[config.mk]
export PLATFORM = sky130hd
export DESIGN_NAME = kb_scan_decoder
export DESIGN_NICKNAME = d
export VERILOG_FILES = /design/src/rtl/kb_pkg.sv /design/src/rtl/kb_char_fifo.sv /design/src/rtl/kb_scan_decoder.sv
export SDC_FILE = /design/constraint.sdc
export NUM_CORES = 1
export LEC_CHECK = 0
export ABC_AREA = 1
export CAP_MARGIN = 20
export CORE_ASPECT_RATIO = 0.8
export CORE_MARGIN = 5
export CORE_UTILIZATION = 48
export DETAILED_ROUTE_END_ITERATION = 8
export HOLD_SLACK_MARGIN = 0.02
export PLACE_DENSITY = 0.69
export SLEW_MARGIN = 10
export SYNTH_ARGS = -nofsm -noshare
export SYNTH_HDL_FRONTEND = slang
export SYNTH_SLANG_ARGS = --single-unit
[constraint.sdc]
create_clock -name clk -period 2.85 [get_ports clk]
set_input_delay 0.4275 -clock clk [delete_from_list [all_inputs] [get_ports clk]]
set_output_delay 0.4275 -clock clk [all_outputs]
set_load 0.03 [all_outputs]
[src/rtl/kb_pkg.sv]
// Shared constants, FSM state type and scan-code translation tables for the keyboard decoder.
// Latency: pure combinational helpers, no state.
// Backpressure: n/a (functions only).
//
// Contents: prefix/modifier scan codes, kb_state_t, kb_lower(), kb_shift(),
// kb_is_letter(), kb_is_modifier().
package kb_pkg;

   localparam logic [7:0] KB_BREAK    = 8'hF0;
   localparam logic [7:0] KB_EXT      = 8'hE0;
   localparam logic [7:0] KB_LSHIFT   = 8'h12;
   localparam logic [7:0] KB_RSHIFT   = 8'h59;
   localparam logic [7:0] KB_CTRL     = 8'h14;
   localparam logic [7:0] KB_CAPS     = 8'h58;
   localparam logic [7:0] KB_ENTER    = 8'h5A;
   localparam logic [7:0] KB_KP_SLASH = 8'h4A;

   typedef enum logic [1:0] {
      ST_IDLE,
      ST_BRK,
      ST_EXT,
      ST_EXT_BRK
   } kb_state_t;

   // Unshifted character for a plain (non-E0) set-2 make code; 0 = no character.
   function automatic logic [7:0] kb_lower(input logic [7:0] code);
      logic [7:0] ch;
      case (code)
         8'h1C: ch = 8'h61;  8'h32: ch = 8'h62;  8'h21: ch = 8'h63;  8'h23: ch = 8'h64;
         8'h24: ch = 8'h65;  8'h2B: ch = 8'h66;  8'h34: ch = 8'h67;  8'h33: ch = 8'h68;
         8'h43: ch = 8'h69;  8'h3B: ch = 8'h6A;  8'h42: ch = 8'h6B;  8'h4B: ch = 8'h6C;
         8'h3A: ch = 8'h6D;  8'h31: ch = 8'h6E;  8'h44: ch = 8'h6F;  8'h4D: ch = 8'h70;
         8'h15: ch = 8'h71;  8'h2D: ch = 8'h72;  8'h1B: ch = 8'h73;  8'h2C: ch = 8'h74;
         8'h3C: ch = 8'h75;  8'h2A: ch = 8'h76;  8'h1D: ch = 8'h77;  8'h22: ch = 8'h78;
         8'h35: ch = 8'h79;  8'h1A: ch = 8'h7A;
         8'h16: ch = 8'h31;  8'h1E: ch = 8'h32;  8'h26: ch = 8'h33;  8'h25: ch = 8'h34;
         8'h2E: ch = 8'h35;  8'h36: ch = 8'h36;  8'h3D: ch = 8'h37;  8'h3E: ch = 8'h38;
         8'h46: ch = 8'h39;  8'h45: ch = 8'h30;
         8'h0E: ch = 8'h60;  8'h4E: ch = 8'h2D;  8'h55: ch = 8'h3D;  8'h54: ch = 8'h5B;
         8'h5B: ch = 8'h5D;  8'h5D: ch = 8'h5C;  8'h4C: ch = 8'h3B;  8'h52: ch = 8'h27;
         8'h41: ch = 8'h2C;  8'h49: ch = 8'h2E;  8'h4A: ch = 8'h2F;
         8'h5A: ch = 8'h0D;  8'h66: ch = 8'h08;  8'h0D: ch = 8'h09;  8'h29: ch = 8'h20;
         default: ch = 8'h00;
      endcase
      return ch;
   endfunction

   // Shifted character for non-letter keys; control keys keep their code under Shift.
   function automatic logic [7:0] kb_shift(input logic [7:0] code);
      logic [7:0] ch;
      case (code)
         8'h16: ch = 8'h21;  8'h1E: ch = 8'h40;  8'h26: ch = 8'h23;  8'h25: ch = 8'h24;
         8'h2E: ch = 8'h25;  8'h36: ch = 8'h5E;  8'h3D: ch = 8'h26;  8'h3E: ch = 8'h2A;
         8'h46: ch = 8'h28;  8'h45: ch = 8'h29;
         8'h0E: ch = 8'h7E;  8'h4E: ch = 8'h5F;  8'h55: ch = 8'h2B;  8'h54: ch = 8'h7B;
         8'h5B: ch = 8'h7D;  8'h5D: ch = 8'h7C;  8'h4C: ch = 8'h3A;  8'h52: ch = 8'h22;
         8'h41: ch = 8'h3C;  8'h49: ch = 8'h3E;  8'h4A: ch = 8'h3F;
         8'h5A: ch = 8'h0D;  8'h66: ch = 8'h08;  8'h0D: ch = 8'h09;  8'h29: ch = 8'h20;
         default: ch = 8'h00;
      endcase
      return ch;
   endfunction

   function automatic logic kb_is_letter(input logic [7:0] ch);
      return (ch >= 8'h61) && (ch <= 8'h7A);
   endfunction

   // Shift, Ctrl and Caps Lock never produce characters. Only Ctrl has an E0 variant.
   function automatic logic kb_is_modifier(input logic [7:0] code, input logic ext);
      if (ext)
         return code == KB_CTRL;
      return (code == KB_LSHIFT) || (code == KB_RSHIFT) ||
             (code == KB_CTRL)   || (code == KB_CAPS);
   endfunction

endpackage

[src/rtl/kb_char_fifo.sv]
// Show-ahead character FIFO with occupancy count and full/empty flags.
// Latency: a push is visible at head_dat the cycle after the push edge.
// Backpressure: none; caller must not push when full unless popping in the same cycle.
//
// Ports: clk, clrn (async active-low), push/push_dat, pop,
//        head_dat (0 when empty), count, full, empty.
module kb_char_fifo #(
   parameter int DEPTH = 8,
   parameter int WIDTH = 8
) (
   input  logic                       clk,
   input  logic                       clrn,
   input  logic                       push,
   input  logic [WIDTH-1:0]           push_dat,
   input  logic                       pop,
   output logic [WIDTH-1:0]           head_dat,
   output logic [$clog2(DEPTH):0]     count,
   output logic                       full,
   output logic                       empty
);

   localparam int AW = $clog2(DEPTH);
   localparam logic [AW:0] FULL_CNT = (AW+1)'(DEPTH);

   logic [WIDTH-1:0] mem [DEPTH];
   logic [AW-1:0]    wr_ptr;
   logic [AW-1:0]    rd_ptr;
   logic [AW:0]      cnt_q;
   logic             do_push;
   logic             do_pop;

   assign empty = (cnt_q == '0);
   assign full  = (cnt_q == FULL_CNT);
   assign count = cnt_q;

   // A pop frees the slot the same edge, so push at full is accepted alongside a pop.
   assign do_pop  = pop && !empty;
   assign do_push = push && (!full || do_pop);

   always_ff @(posedge clk or negedge clrn) begin
      if (!clrn) begin
         wr_ptr <= '0;
         rd_ptr <= '0;
         cnt_q  <= '0;
      end else begin
         if (do_push)
            wr_ptr <= wr_ptr + 1'b1;
         if (do_pop)
            rd_ptr <= rd_ptr + 1'b1;
         case ({do_push, do_pop})
            2'b10:   cnt_q <= cnt_q + 1'b1;
            2'b01:   cnt_q <= cnt_q - 1'b1;
            default: cnt_q <= cnt_q;
         endcase
      end
   end

   // Storage needs no reset: every read is gated by empty.
   always_ff @(posedge clk) begin
      if (do_push)
         mem[wr_ptr] <= push_dat;
   end

   assign head_dat = empty ? '0 : mem[rd_ptr];

endmodule

[src/rtl/kb_scan_decoder.sv]
// PS/2 set-2 scan decoder: prefix FSM, Shift/Ctrl/Caps tracking, ASCII translation into a char FIFO.
// Latency: byte on cycle N is pushed at the edge ending cycle N; visible at ascii_out from N+1.
// Backpressure: none upstream; pushes at full are dropped and flagged by sticky overflow.
//
// Ports: clk, clrn (async active-low), scan_valid/scan_code (byte strobe), rd_en (pop),
//        ovf_clr, ascii_out/ascii_valid/count (FIFO head and occupancy),
//        shift_held, ctrl_held, caps_lock, overflow.
// Optional: define KB_CTRL_CODES_EN so that, while Ctrl is held, letters emit 0x01..0x1A
//           and all other keys emit nothing.
module kb_scan_decoder
   import kb_pkg::*;
#(
   parameter int FIFO_DEPTH = 8,
   parameter int DATA_W     = 8
) (
   input  logic                          clk,
   input  logic                          clrn,
   input  logic                          scan_valid,
   input  logic [7:0]                    scan_code,
   input  logic                          rd_en,
   input  logic                          ovf_clr,
   output logic [DATA_W-1:0]             ascii_out,
   output logic                          ascii_valid,
   output logic [$clog2(FIFO_DEPTH):0]   count,
   output logic                          shift_held,
   output logic                          ctrl_held,
   output logic                          caps_lock,
   output logic                          overflow
);

   kb_state_t state_q;
   kb_state_t state_d;

   logic       make_evt;
   logic       brk_evt;
   logic       key_ext;

   logic       lshift_q;
   logic       rshift_q;
   logic       lctrl_q;
   logic       rctrl_q;
   logic       caps_lock_q;
   logic       caps_held_q;
   logic       ovf_q;

   logic [7:0] base;
   logic [7:0] ch;
   logic       char_push;
   logic       fifo_full;
   logic       fifo_empty;
   logic       drop;

   // ------------------------------------------------------------------
   // Prefix FSM
   // ------------------------------------------------------------------
   always_ff @(posedge clk or negedge clrn) begin
      if (!clrn)
         state_q <= ST_IDLE;
      else
         state_q <= state_d;
   end

   // Prefix bytes always restart the prefix sequence, so an unexpected E0/F0
   // resynchronises instead of being taken as a key code.
   always_comb begin
      state_d  = state_q;
      make_evt = 1'b0;
      brk_evt  = 1'b0;
      key_ext  = 1'b0;
      if (scan_valid) begin
         if (scan_code == KB_BREAK) begin
            state_d = (state_q == ST_EXT) ? ST_EXT_BRK : ST_BRK;
         end else if (scan_code == KB_EXT) begin
            state_d = ST_EXT;
         end else begin
            state_d = ST_IDLE;
            case (state_q)
               ST_IDLE:    make_evt = 1'b1;
               ST_EXT:     begin make_evt = 1'b1; key_ext = 1'b1; end
               ST_BRK:     brk_evt  = 1'b1;
               ST_EXT_BRK: begin brk_evt = 1'b1; key_ext = 1'b1; end
               default:    state_d = ST_IDLE;
            endcase
         end
      end
   end

   // ------------------------------------------------------------------
   // Modifier state; left and right keys are tracked independently
   // ------------------------------------------------------------------
   always_ff @(posedge clk or negedge clrn) begin
      if (!clrn) begin
         lshift_q    <= 1'b0;
         rshift_q    <= 1'b0;
         lctrl_q     <= 1'b0;
         rctrl_q     <= 1'b0;
         caps_lock_q <= 1'b0;
         caps_held_q <= 1'b0;
      end else if (make_evt || brk_evt) begin
         if (!key_ext && scan_code == KB_LSHIFT)
            lshift_q <= make_evt;
         if (!key_ext && scan_code == KB_RSHIFT)
            rshift_q <= make_evt;
         if (!key_ext && scan_code == KB_CTRL)
            lctrl_q <= make_evt;
         if (key_ext && scan_code == KB_CTRL)
            rctrl_q <= make_evt;
         // caps_held suppresses re-toggling on typematic repeats.
         if (!key_ext && scan_code == KB_CAPS) begin
            if (make_evt && !caps_held_q)
               caps_lock_q <= ~caps_lock_q;
            caps_held_q <= make_evt;
         end
      end
   end

   assign shift_held = lshift_q | rshift_q;
   assign ctrl_held  = lctrl_q  | rctrl_q;
   assign caps_lock  = caps_lock_q;

   // ------------------------------------------------------------------
   // Translation (uses modifier state as it stood before this byte)
   // ------------------------------------------------------------------
   always_comb begin
      base = 8'h00;
      ch   = 8'h00;
      if (key_ext) begin
         if (scan_code == KB_ENTER)
            base = 8'h0D;
         else if (scan_code == KB_KP_SLASH)
            base = 8'h2F;
      end else begin
         base = kb_lower(scan_code);
      end

      if (kb_is_letter(base))
         ch = (caps_lock_q ^ shift_held) ? base - 8'h20 : base;
      else if (shift_held && !key_ext)
         ch = kb_shift(scan_code);
      else
         ch = base;

`ifdef KB_CTRL_CODES_EN
      if (ctrl_held)
         ch = kb_is_letter(base) ? base - 8'h60 : 8'h00;
`endif
   end

   assign char_push = make_evt && !kb_is_modifier(scan_code, key_ext) && (ch != 8'h00);

   // ------------------------------------------------------------------
   // Character FIFO and overflow flag
   // ------------------------------------------------------------------
   kb_char_fifo #(
      .DEPTH (FIFO_DEPTH),
      .WIDTH (DATA_W)
   ) u_fifo (
      .clk      (clk),
      .clrn     (clrn),
      .push     (char_push),
      .push_dat (DATA_W'(ch)),
      .pop      (rd_en),
      .head_dat (ascii_out),
      .count    (count),
      .full     (fifo_full),
      .empty    (fifo_empty)
   );

   assign ascii_valid = !fifo_empty;

   // When full the FIFO is non-empty, so rd_en alone means a real pop frees a slot.
   assign drop = char_push && fifo_full && !rd_en;

   // A drop in the same cycle as ovf_clr must stay visible.
   always_ff @(posedge clk or negedge clrn) begin
      if (!clrn)
         ovf_q <= 1'b0;
      else if (drop)
         ovf_q <= 1'b1;
      else if (ovf_clr)
         ovf_q <= 1'b0;
   end

   assign overflow = ovf_q;

endmodule
* Yosys cells after proc, flatten, opt, wreduce, memory -nomap -nowiden
Memories as Yosys holds them, arrays and structs flattened.
Cells that the tools add are included.
W data, S select, Z words.
** Word-level totals
- Bits in registers :: 19
- RAM bits :: 64
- Bits in read-only memories :: 896
- Output and inout port bits :: 17
- Logic and storage cells :: 132
- Memories kept :: 2
** Operators by class
- Add/sub/neg operators :: 5
- Magnitude comparators :: 2
- Eq/ne operators :: 37
- Multiplexer cells :: 32
- Bitwise logic cells :: 4
- Reductions and logical operators :: 39
** Memory list
- (no name shown) :: words 128, bits a word 7, rd ports 1, clocked after Yosys merged registers in 0, write ports 0, line kb_pkg.sv:28 : case (code)
- u_fifo.mem :: words 8, bits a word 8, rd ports 1, clocked after Yosys merged registers in 0, write ports 1, line kb_char_fifo.sv:25 : logic [WIDTH-1:0] mem [DEPTH];
** Operator list (number)
- $pmux W7 S25 :: 1
- $eq A8 B7 Y1 const B :: 16
- $eq A8 B6 Y1 const B :: 7
- $mux W8 :: 6
- $eq A8 B5 Y1 const B :: 4
- $mux W1 :: 19
- $eq A8 B4 Y1 const B :: 2
- $eq A8 B8 Y1 const B :: 2
- $logic_and A1 B1 Y1 :: 14
- $mux W6 :: 2
- $reduce_and A2 Y1 :: 5
- $ge A8 B7 Y1 const B :: 1
- $le A8 B7 Y1 const B :: 1
- $pmux W4 S2 :: 1
- $reduce_bool A8 Y1 :: 1
- $sub A8 B6 Y8 const B :: 1
- $add A3 B1 Y3 const B :: 2
- $eq A2 B2 Y1 const B :: 3
- $logic_not A1 Y1 :: 6
- $mux W2 :: 3
- $reduce_or A2 Y1 :: 3
- $logic_or A1 B1 Y1 :: 5
- $add A4 B1 Y4 const B :: 1
- $eq A2 B1 Y1 const B :: 2
- other kinds (9) :: 11

* Logic depth before layout (Yosys ltp)
Gate-level depths: netlist of run 1.
- Depth after elaboration :: 15
- Gate-level depth with buffers :: 33
- Mapped depth without buffers :: 33

* Modules after synthesis
From an unflattened synthesis of run 1, not the netlist that was laid out.
** Second synthesis, totals
- Cell total of the unflattened synthesis :: 700
- Area, all modules :: 5529.1 um^2
** By module, submodules not included
- kb_char_fifo :: instances 1, cells an instance 271, area an instance 3205.6 um^2, seq. area each 2172.1 um^2
- kb_scan_decoder :: instances 1, cells an instance 429, area an instance 2323.5 um^2, seq. area each 225.2 um^2

* Worst setup path before layout of run 1
OpenSTA, ideal clock, no wires.
- Path kind :: in2reg
- From :: input port scan_code[0]
- To :: memory u_fifo.mem[4][0], enable pin
- Data arrival time :: 3214 ps
- Required time :: 2467 ps
- Slack :: -747 ps
- Stages on the path :: 24
- Cells stage by stage :: inv_1 ha_1 nand2_2 nor2_2 inv_1 o21ai_1 nand3_1 nand2_1 nand2_1 nand2_1 inv_2 nor2_2 nand3_2 nand3_4 nand2_1 nand2_1 nor2_1 nand2_1 inv_1 nand2_2 nand2_4 nor2_8 nand2_2 nor3_1
** On the way
- Cells in the longest elaborated chain, start to end :: 13
- Elaborated cells on any way between the ends :: 65
- Those cells by class :: add/sub (1); order compare (2); eq/ne (31); mux (19); reduce/logical (11); memory (1)
** RTL lines
- start, declared :: line kb_scan_decoder.sv:19 : input logic [7:0] scan_code,
- parallel branches: the longest is 7 deep, another holds $sub A8 B6 Y8
- $mux W8 (*) :: line kb_scan_decoder.sv:136 : if (kb_is_letter(base))
- net ch[2] :: line kb_scan_decoder.sv:47 : logic [7:0] ch;
- $reduce_bool A8 Y1 (*) :: line kb_scan_decoder.sv:149 : assign char_push = make_evt && !kb_is_modifier(scan_code, key_ext) && (ch != 8'h00);
- $logic_and A1 B1 Y1 (*) :: line kb_scan_decoder.sv:149
- $logic_and A1 B1 Y1 (*) :: line kb_char_fifo.sv:38 : assign do_push = push && (!full || do_pop);
- $mux W1 (*) :: line kb_char_fifo.sv:60 : if (do_push)
- $mux W1 (not written as such) (*) :: line kb_char_fifo.sv:61 : mem[wr_ptr] <= push_dat;
- end, declared :: line kb_char_fifo.sv:25
Mark *: on every way through the listed nets, which the timed path passes. The select of a mux whose other input is x is not followed.

* Worst setup path in the final report of run 1
- From :: input port scan_code[1]
- To :: register u_fifo.cnt_q[3], in the netlist u_fifo.count[3]
** On the way
- Cells in the longest elaborated chain, start to end :: 13
- Elaborated cells on any way between the ends :: 67
- Those cells by class :: add/sub (1); order compare (2); eq/ne (33); mux (18); reduce/logical (12); memory (1)
** RTL lines
- parallel branches: the longest is 7 deep, another holds $sub A8 B6 Y8
- $mux W8 (*) :: line kb_scan_decoder.sv:136
- net ch[4] :: line kb_scan_decoder.sv:47
- $reduce_bool A8 Y1 (*) :: line kb_scan_decoder.sv:149
- $logic_and A1 B1 Y1 (*) :: line kb_scan_decoder.sv:149
- $logic_and A1 B1 Y1 (*) :: line kb_char_fifo.sv:38
- $eq A2 B1 Y1 or $eq A2 B2 Y1 (tied branches) :: line kb_char_fifo.sv:50 : case ({do_push, do_pop})
- $pmux W4 S2 or $reduce_bool A2 Y1 (tied branches)
- end signal, assigned :: line kb_char_fifo.sv:51 : 2'b10: cnt_q <= cnt_q + 1'b1;
- end signal, assigned :: line kb_char_fifo.sv:52 : 2'b01: cnt_q <= cnt_q - 1'b1;
- end signal, assigned :: line kb_char_fifo.sv:53 : default: cnt_q <= cnt_q;
- end, declared :: line kb_char_fifo.sv:28 : logic [AW:0] cnt_q;
Marks and branches as above.
A chain may end at the register's enable or synchronous reset.

==> results of run 1 <==
==> synth_stat cells <==
library cell  count  area, um2
a211oi_1          2      15.01
a21boi_2          1      11.26
a21oi_1          13      65.06
a21oi_4           1      16.27
a31oi_1          10      62.56
a31oi_2           1      12.51
and2_1            1      6.260
buf_2             2      10.01
buf_4             5      37.54
buf_6             1      11.26
clkbuf_1         11      41.29
clkinv_1          1      3.750
dfrtp_1          19      475.5
edfxtp_1         64       1922
fa_1              1      20.02
ha_1             13      162.7
inv_1            62      232.7
inv_2             7      26.28
inv_4             1      6.260
nand2_1         160      600.6
nand2_2           9      56.30
nand2_4           2      22.52
nand3_1          46      230.2
nand3_2           1      10.01
nand3_4           2      35.03
nand3b_1          1      7.510
nand4_1          14      87.58
nor2_1           97      364.1
nor2_2            6      37.54
nor2_4            3      33.78
nor2_8            1      20.02
nor3_1           17      85.08
o211ai_1          4      30.03
o21a_1            2      15.01
o21ai_0          71      355.3
o21ai_1           4      20.02
o22ai_1           9      56.30
o31ai_1           1      7.510
o41ai_1           1      8.760
or2_2             2      12.51
xnor2_1           2      17.52
xor2_1            5      43.79
==> sequential cells by signal (all words and copies together) (netlist names) <==
signal and count:
u_fifo.count 4, rctrl_q 1, caps_held_q 1, caps_lock 1
u_fifo.mem 64, u_fifo.wr_ptr 3, rshift_q 1, u_fifo.rd_ptr 3
overflow 1, lshift_q 1, lctrl_q 1, state_q 2
==> placed cells by master (no fill, tap or decap), types with 11 or more instances in the layout <==
master,n
nand2_1,114
inv_2,12
o21ai_1,11
nor2_4,19
nor2_1,82
nand2_2,32
edfxtp_1,64
nand2_4,20
nand3_1,35
buf_12,15
buf_4,152
nand4_1,14
dfrtp_1,19
clkdlybuf4s50_1,18
a21oi_1,11
inv_1,48
o21ai_0,57
buf_6,18
==> per-layer routing <==
metal	share of wire	global-route usage
met1	0.43	0.3967
met2	0.44	0.3772
met3	0.11	0.07598
met4	0.018	0.04977
met5	0	0
==> where the power goes <==
| group | internal, mW | leakage (nW) | switching, mW | total [mW] |
|---|---|---|---|---|
| registers | 1.47 | 0.833 | 0.133 | 1.60 |
| clock network | 0.585 | 0.131 | 0.451 | 1.04 |
| logic | 1.05 | 2.72 | 1.60 | 2.65 |
| total | 3.11 | 3.69 | 2.18 | 5.29 |
==> area by class of cell <==
cell class                      count  area [um2]  share of cell area
Multi-Input combinational cell    503        3226              0.3881
Sequential cell                    83        2397              0.2884
Timing Repair Buffer              214        1942              0.2336
Inverter                           71       297.8             0.03583
Clock buffer                        9       225.2             0.02710
Tap cell                          144       180.2             0.02168
Clock inverter                      6       43.79            0.005269
==> tightest hold or removal path: stages, from the launching register on <==
cell and delay (ns):
dfrtp_1 0.34, nand2_1 0.05, o21ai_0 0.06
==> kinds of logic (layout without fill, tap and decap cells) <==
logic type               Yosys count  count (layout)  share of synthesized area
AND/OR/NAND/NOR                  362             362                     0.3039
flip-flops                        83              83                     0.4527
XOR/XNOR                           7               7                    0.01158
buffers and inverters             90             300                    0.06971
AO/OA/AOI/OAI                    120             120                     0.1276
adder cells (fa/ha/maj)           14              14                    0.03450
==> stage by stage <==
step | TNS (ns) | total power, mW
2_1_floorplan | -20.41 | 3.014
3_3_place_gp | -121.18 | 3.854
3_5_place_dp | -131.45 | 3.911
4_1_cts | -30.00 | 5.055
5_1_grt | -54.21 | 5.579
6_report | -45.08 | 5.291
==> repair_timing <==
| action | 4_1_cts | 5_1_grt |
|---|---|---|
| gates resized for setup | 106 | 93 |
| buffers inserted | 30 | 23 |
| cloned | 0 | 1 |
| endpoints found under the setup margin | 141 | 86 |
| pin swaps | 44 | 65 |
==> worst max-delay path by stage <==
stage                                   to  slack, ns  cells after the start
after CTS                  u_fifo.count[3]      -0.53                     29
after floorplan            u_fifo.count[3]      -0.52                     32
after detailed placement   u_fifo.count[3]      -1.57                     35
after global placement    u_fifo.mem[4][2]      -1.46                     24
final                      u_fifo.count[3]      -0.78                     32
after global routing       u_fifo.count[3]      -0.92                     32
==> results_dict.tcl, run 1 <==
set metrics [dict create \
    drtAntennaViolNets 0 \
    r2r_setup_slack_ns -0.32 \
    whs_path_depth 2 \
    dp.cells 968 \
    overflow 0 \
    critical_path_class "in2reg" \
    antenna_found_initial 0 \
    die_w_um 127.4 \
    finalHoldViolCount 0 \
    antenna_cells 0 \
    dr.first_iter.drc_count 648 \
    hold_ws_ns 0.4878 \
    final_core_util 0.7662 \
    leakagePower_nw 3.685 \
    drive_gt1_frac 0.4018 \
    cpPeakStageDelay_ns 0.25 \
    wl_mm 18.76 \
    row_count 34 \
    vias 5804 \
    endpoint_kind "flop" \
    setup_viol 71 \
    min_period_ns 3.632 \
    place_congestion 0.9605 \
    dp_hpwl_mm 12.64 \
    root_buffer "clkbuf_16" \
    relSlewSlack 0.4174 \
    r2r-end "u_fifo.count[3]" \
    worst_pin_slew_ns 0.8712 \
    pre_cts_ws_ns -1.566 \
    numPortBuffers 29 \
    dr.pass1.iters 5 \
    rr_worst_depth 29 \
    crit_path_start "scan_code[1]" \
    area_growth_pct 56.97 \
    setup.worst_path.start_class "primary input" \
    grtUsageTotal 0.2631 \
    worstReg2RegStart "state_q[1]" \
    final_nets 909 \
    synthCells 676 \
    timing.final.crit_share 1.274 \
    synth_seq_cells 83 \
    core_um2 10850 \
    io_pins 30 \
    cp.required_ns 3.08 \
    max_freq_mhz 275.4 \
    grt_max_degree 34 \
    layout.cells.non_filler 1030 \
    fp.dieH_um 103.9 \
    hold_start "rctrl_q" \
    max_cap_violations 0 \
    cp.arrival_ns 3.86 \
    start_util 0.4881 \
    netlist_area_um2 5295 \
    dieArea_um2 13240 \
    outcome "complete, but fails checks" \
    viasPerCell 5.635 \
    hold_end "rctrl_q" \
    numCtsBuffers 9 \
    syn_avg_cell_area_um2 7.833 \
    hp-class "reg2reg" \
    clkTransAtPathRegs_ns 0.06 \
    ys_types 42 \
    drcViolationCount 0 \
    seq_area_frac_synth 0.4527 \
    synth.net_count 703 \
    drv_slew 0 \
    cts.sinks 83 \
    slowest_stage "a21boi_2" \
    rsz0062_at_grt "yes" \
    cts_max_path_buffers 2 \
    finalClockSkew_ns 0.005434 \
    fin_area_um2 8312 \
    power_density_nw_per_um2 636.6 \
    wl_per_cell_um 18.21 \
    grt_pass1_wl_mm 27.83 \
    critPathBufInv 8 \
    htree_levels 3 \
    violations "negative setup slack" \
    placed_cell_area_um2 7052 \
    nFillCells 711 \
    grt_pass1_vias 5422 \
    path_common_cell "nand2_2" \
    worst_slack_ns -0.7817 \
    critPathTopFamily "simple AND/OR/NAND/NOR gates" \
    synth_warnings 0 \
    insertion_delay_ns 0.34 \
    crit_fanout 8 \
    cts_tree "done" \
    hold_buffers 0 \
    peakVddDrop_uv 742.3 \
]
(Power assumes the default switching activity.)
==> run 2: changes to the inputs <==
--- a/config.mk
+++ b/config.mk
@@ -6,6 +6,7 @@
 export NUM_CORES = 1
 export LEC_CHECK = 0
 export ABC_AREA = 1
+export ABC_CLOCK_PERIOD_IN_PS = 2850
 export CAP_MARGIN = 20
 export CORE_ASPECT_RATIO = 0.8
 export CORE_MARGIN = 5
@@ -13,6 +14,7 @@
 export DETAILED_ROUTE_END_ITERATION = 8
 export HOLD_SLACK_MARGIN = 0.02
 export PLACE_DENSITY = 0.69
+export SETUP_SLACK_MARGIN = 0.1
 export SLEW_MARGIN = 10
 export SYNTH_ARGS = -nofsm -noshare
 export SYNTH_HDL_FRONTEND = slang
==> results_dict.tcl, run 2 (synthesized netlist as in run 1, its figures left out) <==
set metrics [dict create \
    cpPeakStageDelay_ns 0.34 \
    overflow 0 \
    max_freq_mhz 283.4 \
    nFillCells 743 \
    root_buffer "clkbuf_16" \
    cp.required_ns 3.09 \
    place_congestion 0.9633 \
    final_nets 922 \
    vias 5721 \
    peakVddDrop_uv 712.8 \
    grtUsageTotal 0.2707 \
    endpoint_kind "flop" \
    path_common_cell "nand2_2" \
    numPortBuffers 29 \
    worst_slack_ns -0.6780 \
    fin_area_um2 8250 \
    cts_max_path_buffers 2 \
    largest_reg_flops 64 \
    crit_fanout 8 \
    cp.arrival_ns 3.76 \
    fp.dieH_um 103.9 \
    relSlewSlack 0.4088 \
    comb_power_share 0.492 \
    hp-class "reg2reg" \
    antenna_cells 0 \
    intPower_mw 3.089 \
    sequential_cell_area_um2 2397 \
    wl_mm 18.32 \
    dp_hpwl_mm 12.89 \
    wl_per_cell_um 17.55 \
    cts.sinks 83 \
    drv_slew 0 \
    core_um2 10850 \
    drcViolationCount 0 \
    crit_path_start "scan_code[0]" \
    numCtsBuffers 9 \
    swShare 0.4145 \
    grt_max_degree 34 \
    p_seq_frac 0.304 \
    hold_ws_ns 0.4831 \
    dieArea_um2 13240 \
    dr.pass1.iters 5 \
    outcome "complete, but fails checks" \
    min_period_ns 3.528 \
    layout.cells.most_common "buf_4" \
    slowest_stage "nor3_1" \
    hold_start "lctrl_q" \
    dr.first_iter.drc_count 768 \
    start_util 0.4881 \
    finalClockSkew_ns 0.009395 \
    worst_pin_slew_ns 0.8840 \
    leakagePower_nw 3.708 \
    multi_input_area_um2 3090 \
    finalHoldViolCount 0 \
    cts_tree "done" \
    insertion_delay_ns 0.34 \
    placed_cell_area_um2 7119 \
    grt_pass1_vias 5368 \
    setup.worst_path.start_class "primary input" \
    htree_levels 3 \
    violations "negative setup slack" \
    row_count 34 \
    setup_viol 72 \
    switching_power_mw 2.186 \
    worstReg2RegStart "state_q[1]" \
    rsz0062_at_grt "yes" \
    grt_pass1_wl_mm 28.31 \
    antenna_found_initial 0 \
    viasPerCell 5.480 \
    largest-register "u_fifo.mem" \
    io_pins 30 \
    drtAntennaViolNets 0 \
    max_cap_violations 0 \
    timing.final.crit_share 1.238 \
    critical_path_class "in2reg" \
    final_cell_mix "buf_4, nand2_1, nor2_1" \
    area_growth_pct 55.81 \
    clkPwrFrac 0.204 \
    power_mw 5.275 \
    final_core_util 0.7606 \
    clkTransAtPathRegs_ns 0.06 \
    die_w_um 127.4 \
    power_density_nw_per_um2 639.4 \
    drive_gt1_frac 0.3989 \
    hold_buffers 0 \
]
-- run 2: changes by cell type in the layout (fill, tap and decap cells not counted), moves of 3 or more --
cell             previous run  this run
dlygate4sd2_1               2         6
o21ai_2                     7         4
inv_1                      48        51
nand3_1                    35        39
inv_4                       8         2
clkdlybuf4s50_1            18        15
buf_4                     152       170
o21ai_0                    57        61
nor2_1                     82        85
nand2_2                    32        45
nand3_2                    10         6
nand2_4                    20        10
buf_6                      18        13
-- run 2: final timing paths --
kind | to | slack [ns] | depth (start not counted)
setup / recovery | u_fifo.count[3] | -0.68 | 32
hold / removal | lctrl_q | 0.48 | 2
setup reg to reg | u_fifo.count[3] | -0.27 | 27
hold reg to reg | lctrl_q | 0.48 | 2
max in group asynchronous | caps_lock | 1.72 | 1
min in group asynchronous | u_fifo.wr_ptr[1] | 0.58 | 1
-- run 2: cell type report --
class | count | area share
Multi-Input combinational cell | 503 | 0.3746
Sequential cell | 83 | 0.2906
Timing Repair Buffer | 227 | 0.2443
Inverter | 71 | 0.03518
Clock buffer | 9 | 0.02730
Tap cell | 144 | 0.02184
Clock inverter | 7 | 0.006218
-- run 2: power by group through the flow --
stage          logic (mW)  clock network (mW)  registers, mW
5_1_grt              2.80                1.15           1.62
2_1_floorplan        1.36                   0           1.65
3_3_place_gp         2.26                   0           1.60
3_5_place_dp         2.32                   0           1.61
4_1_cts              2.47                1.09           1.59
6_report             2.60                1.08           1.60
-- run 2: worst max-delay path, delay by kind of cell --
| family | cells | cell delay [ns] |
|---|---|---|
| AND/OR/NAND/NOR | 17 | 1.60 |
| buffers and inverters | 10 | 0.85 |
| AO/OA/AOI/OAI | 3 | 0.50 |
| adder cells (fa/ha/maj) | 2 | 0.39 |
-- run 2: repair_timing --
action / CTS / global route
pin swaps: 49 / 29
setup buffers: 28 / 19
resized for setup: 131 / 30
gates cloned: 0 / 0
endpoints found under the setup margin: 144 / 85
-- run 2: per-stage QoR --
step,std cells,setup WS [ns],setup TNS (ns)
6_report,1044,-0.6780,-41.86
3_3_place_gp,982,-1.420,-118.45
4_1_cts,1025,-0.5072,-28.19
2_1_floorplan,676,-0.5178,-20.41
3_5_place_dp,982,-1.512,-123.96
5_1_grt,1044,-0.8300,-49.20
-- run 2: per-layer routing --
layer / routed length [um] / track usage / part of all wire / up-vias
li1: - / - / - / 2720
met1: 8011 / 0.4103 / 0.44 / 2684
met2: 8260 / 0.3956 / 0.45 / 300
met3: 1920 / 0.06160 / 0.10 / 17
met4: 126 / 0.05436 / 0.0069 / 0
met5: 0 / 0 / 0 / -
